--- src/rtl/if_fetch_unit.sv ---
// IF-stage fetch unit.
//
// Holds the fetch PC (PCF), issues one instruction-memory request at a time
// over a req/gnt/rvalid handshake, and presents the returned instruction to
// the ID segment register until ID consumes it. Responses belonging to a
// fetch made stale by a redirect are dropped.
//
// Ports:
//   CPU_CLK      in   clock, rising-edge
//   CPU_RST      in   synchronous active-high reset
//   PC_In        in   next PC from the next-PC generator
//   Redirect     in   PC_In is a taken control-transfer target
//   StallF       in   ID cannot accept an instruction this cycle
//   PCF          out  PC of the instruction being fetched or held
//   imem_req     out  request valid
//   imem_addr    out  word-aligned request address
//   imem_gnt     in   memory accepts the request
//   imem_rvalid  in   response valid
//   imem_rdata   in   response instruction
//   InstrF       out  fetched instruction for PCF
//   InstrValidF  out  InstrF is valid

module if_fetch_unit #(
  parameter logic [31:0] RESET_PC = 32'h0000_0000
) (
  input  logic        CPU_CLK,
  input  logic        CPU_RST,
  input  logic [31:0] PC_In,
  input  logic        Redirect,
  input  logic        StallF,
  output logic [31:0] PCF,
  output logic        imem_req,
  output logic [31:0] imem_addr,
  input  logic        imem_gnt,
  input  logic        imem_rvalid,
  input  logic [31:0] imem_rdata,
  output logic [31:0] InstrF,
  output logic        InstrValidF
);

  localparam logic [31:0] Nop = 32'h0000_0013;

  typedef enum logic [1:0] {
    StIdle,
    StReq,
    StWait,
    StValid
  } state_e;

  state_e      state_q, state_d;
  logic [31:0] pcf_q, pcf_d;
  logic [31:0] instr_q, instr_d;
  logic        valid_q, valid_d;
  // Set when the outstanding request was issued for a PC that has since been
  // redirected away; its response must be thrown away.
  logic        drop_q, drop_d;

  always_ff @(posedge CPU_CLK) begin
    if (CPU_RST) begin
      state_q <= StIdle;
      pcf_q   <= RESET_PC;
      instr_q <= Nop;
      valid_q <= 1'b0;
      drop_q  <= 1'b0;
    end else begin
      state_q <= state_d;
      pcf_q   <= pcf_d;
      instr_q <= instr_d;
      valid_q <= valid_d;
      drop_q  <= drop_d;
    end
  end

  always_comb begin
    state_d = state_q;
    pcf_d   = pcf_q;
    instr_d = instr_q;
    valid_d = valid_q;
    drop_d  = drop_q;

    unique case (state_q)
      StIdle: begin
        state_d = StReq;
        if (Redirect) pcf_d = PC_In;
      end

      StReq: begin
        if (Redirect) pcf_d = PC_In;
        if (imem_gnt) begin
          state_d = StWait;
          // The old address was accepted in the same cycle as the redirect.
          if (Redirect) drop_d = 1'b1;
        end
      end

      StWait: begin
        if (Redirect) pcf_d = PC_In;
        if (imem_rvalid) begin
          if (drop_q || Redirect) begin
            drop_d  = 1'b0;
            state_d = StReq;
          end else begin
            instr_d = imem_rdata;
            valid_d = 1'b1;
            state_d = StValid;
          end
        end else if (Redirect) begin
          drop_d = 1'b1;
        end
      end

      StValid: begin
        // A redirect overrides a stall: the held instruction is now stale.
        if (Redirect || !StallF) begin
          pcf_d   = PC_In;
          valid_d = 1'b0;
          state_d = StReq;
        end
      end

      default: state_d = StIdle;
    endcase
  end

  assign imem_req    = (state_q == StReq);
  assign imem_addr   = {pcf_q[31:2], 2'b00};
  assign PCF         = pcf_q;
  assign InstrF      = instr_q;
  assign InstrValidF = valid_q;

endmodule

--- config.mk ---
export PLATFORM = sky130hd
export DESIGN_NAME = if_fetch_unit
export DESIGN_NICKNAME = d
export VERILOG_FILES = /design/src/rtl/if_fetch_unit.sv
export SDC_FILE = /design/constraint.sdc
export NUM_CORES = 1
export LEC_CHECK = 0
export CAP_MARGIN = 40
export CORE_MARGIN = 2
export CORE_UTILIZATION = 25
export CTS_CLUSTER_SIZE = 30
export DETAILED_ROUTE_END_ITERATION = 8
export PLACE_DENSITY_LB_ADDON = 0.1
export RECOVER_POWER = 25
export SYNTH_ARGS = -nofsm -noshare
export SYNTH_HDL_FRONTEND = slang
export SYNTH_SLANG_ARGS = --single-unit
export TNS_END_PERCENT = 20
--- constraint.sdc ---
create_clock -name CPU_CLK -period 1.7 [get_ports CPU_CLK]
set_clock_uncertainty 0.05 [all_clocks]
set_input_delay 0.255 -clock CPU_CLK [delete_from_list [all_inputs] [get_ports CPU_CLK]]
set_output_delay 0.255 -clock CPU_CLK [all_outputs]
set_load 0.1 [all_outputs]
==> metrics <==
CTS tree=done; hold depth=2; crit path capture type=register; Die ar.=0.0130 mm^2; Final Cycle Share=91.0%; Internal=0.00353 W; r2r worst-path depth=5; clk buf depth=2; clock sink count=68; Worst Setup Start Kind=register; gr usage total=13.5%; HPWL Detailed=6150 um; CTS H-Tree Depth=3; Yosys cell types=27; drt total wl=8720 um; layout cells sized above 1=a little over a quarter; routability congestion estimate=approximately 0.7; vias per cell=roughly 4.4; Max-slew headroom=between 60% and 70%; initial antenna violation count=0; global-route wire length before repair=13,900 um; initial detailed-routing violation count=155; largest net degree at the start of global routing=41; Simple-Gate Fraction of Synth Area=between 20% and 30%; Clock transition at path regs=~0.06 ns; Crit Path Class=register to register; Seq/Total Area, Yosys=45.1%; Post-Place Setup Slack=0.0350 ns; status=finished clean; Synth Area in Compound Gates=16.9%; clock buffer count from CTS=9; Final Worst Setup Slack=0.152 ns; Critical Path Fanout Max=40; synth warn=0; multiplexer share of the synthesized area=0.704%; sw power=0.00174 W; Sw Ratio=around 33%; synthesized area per cell=~8.6 um^2; max_cap viols=0; NumNets Final=555; first drt pass iteration count=4; Starting Density=25.4%; Pleak=2.05 nW; port bufs=around 170; root buffer cell=clkbuf_16; WP data required=1.91 ns; Core Area=about 0.012 mm^2; VDD IR max=roughly 0.42 mV; Post-synth EDFFs=0; Syn Inst Count=~350; clock latency on the worst-skew pair=0.33 ns; fin crit period=between 1.5 and 2 ns; n_diodes=0; Critical Path AT=roughly 1.8 ns; main combinational cell family by area after synthesis=simple AND/OR/NAND/NOR gates; Min-Delay Path Class=input port to register; predominant post-synthesis flop cell=dfxtp_1; fillcell total=1,170; CTS Hold Bufs=0; via count=2,793; asr flop ratio synth=0%; vias in the first global route=2,727; # setup viols final=0; Top Ports=168; FF+latch count, synth=68; final routed DRC violation total=0; Clk network pwr share=37.9%; post-synthesis xor/xnor area fraction=0%; Synth Area in Adders=2.07%; Post-DRT Antenna Nets=0; FP Rows=40; max frequency=646 MHz; Core Util, Final=between 40 and 50%; routed length per instance=13.8 um; Slew Viols, Final=0; die height=114 um; Layout Area Growth over Synthesis=74.7%; netlist area before placement=0.00302 mm^2; RSZ-0062 raised after global routing=no; Die X=114 um; Slew @ Worst Pin=0.559 ns; TNS Setup=0 ns; combinational cell fraction of total power=28.8%; PwrDens=1000 mW/mm^2; final hold viol count=0; GRT overflow=0; part of the power in registers=33.2%
## stage by stage
step / hold WS (ns) / std cells / cell area (um^2) / power [W]
global placement: 0.428 / 614 / 5540 / 0.00338
CTS: 0.143 / 630 / 5860 / 0.00543
floorplan: 0.321 / 354 / 3030 / 0.00277
global route: 0.182 / 632 / 5280 / 0.00548
detailed placement: 0.435 / 614 / 5540 / 0.00339
finish: 0.161 / 632 / 5280 / 0.00528
## synthesized netlist by cell type (2+ instances only)
cell type	count	share of area [%]
inv_1	3	0.37
or3b_1	32	9.3
clkbuf_1	14	1.7
dfxtp_1	68	45
a21oi_1	62	10
buf_2	7	1.2
o21ai_0	34	5.6
nand2b_1	2	0.41
buf_4	33	8.2
nand2_1	68	8.4
nand3_1	4	0.66
ha_1	5	2.1
buf_6	7	2.6
## sequential cells by signal, summed over array words and instances, names as in the netlist
name	cells
state_q	2
InstrValidF	1
InstrF	32
drop_q	1
PCF	32
## cell type report
cell class	count	area, um^2	area share [%]
tap	147	184	3.48
clock inverter	5	75.1	1.42
multi-input combinational	222	1260	23.8
clock buffer	11	243	4.60
sequential	68	1360	25.8
timing repair buffer	176	2150	40.7
inverter	3	11.3	0.213
## logic make-up (layout without fill, tap and decap cells)
| logic type | after synthesis | after routing |
|---|---|---|
| buffers and inverters | 64 | 195 |
| adder cells (fa/ha/maj) | 5 | 5 |
| other | 1 | 2 |
| multiplexers | 2 | 2 |
| AO/OA/AOI/OAI | 99 | 99 |
| flip-flops | 68 | 68 |
| AND/OR/NAND/NOR | 114 | 114 |
## power by group through the flow
stage / logic (W) / clock network (W) / registers (W)
finish: 0.00152 / 0.00200 / 0.00175
global route: 0.00158 / 0.00213 / 0.00177
CTS: 0.00159 / 0.00206 / 0.00177
detailed placement: 0.00159 / 0 / 0.00180
global placement: 0.00158 / 0 / 0.00180
floorplan: 0.000633 / 0 / 0.00214
## routing by layer
metal,vias up,track usage [%],share of wire (%)
met4,0,6.10,1.6
met1,1251,17.7,46
met2,118,19.9,44
met3,11,4.73,8.2
li1,1413,-,-
met5,-,0,0
## path summary, 6_finish.rpt
path                                                 to                     from  slack [ns]
worst max register to register      PCF[0]$_SDFFE_PP0P_  state_q[0]$_SDFFE_PP0P_        0.15
worst min register to register   InstrF[5]$_SDFFE_PP0P_   InstrF[5]$_SDFFE_PP0P_        0.40
worst max-delay path                PCF[0]$_SDFFE_PP0P_  state_q[0]$_SDFFE_PP0P_        0.15
worst min-delay path            InstrF[21]$_SDFFE_PP0P_                  CPU_RST        0.16
## layout by cell type, fill, tap and decap left out, types with 5 or more instances in the layout
cell,count
nand2_1,68
buf_12,60
clkbuf_2,41
a21oi_1,62
clkdlybuf4s50_1,67
dfxtp_1,68
clkbuf_16,10
o21ai_0,34
or3b_1,32
buf_4,5
## critical path: stages (launching register included)
cell,delay [ns]
dfxtp_1,0.35
ha_1,0.26
nor2b_4,0.16
buf_12,0.16
or3b_1,0.35
a21oi_1,0.13
## repair_timing
action | 4_1_cts | 5_1_grt
setup buffers | 0 | 1
setup endpoints to repair | 0 | 2
resized for setup | 0 | 1
Power figures use the tool's default switching activity.
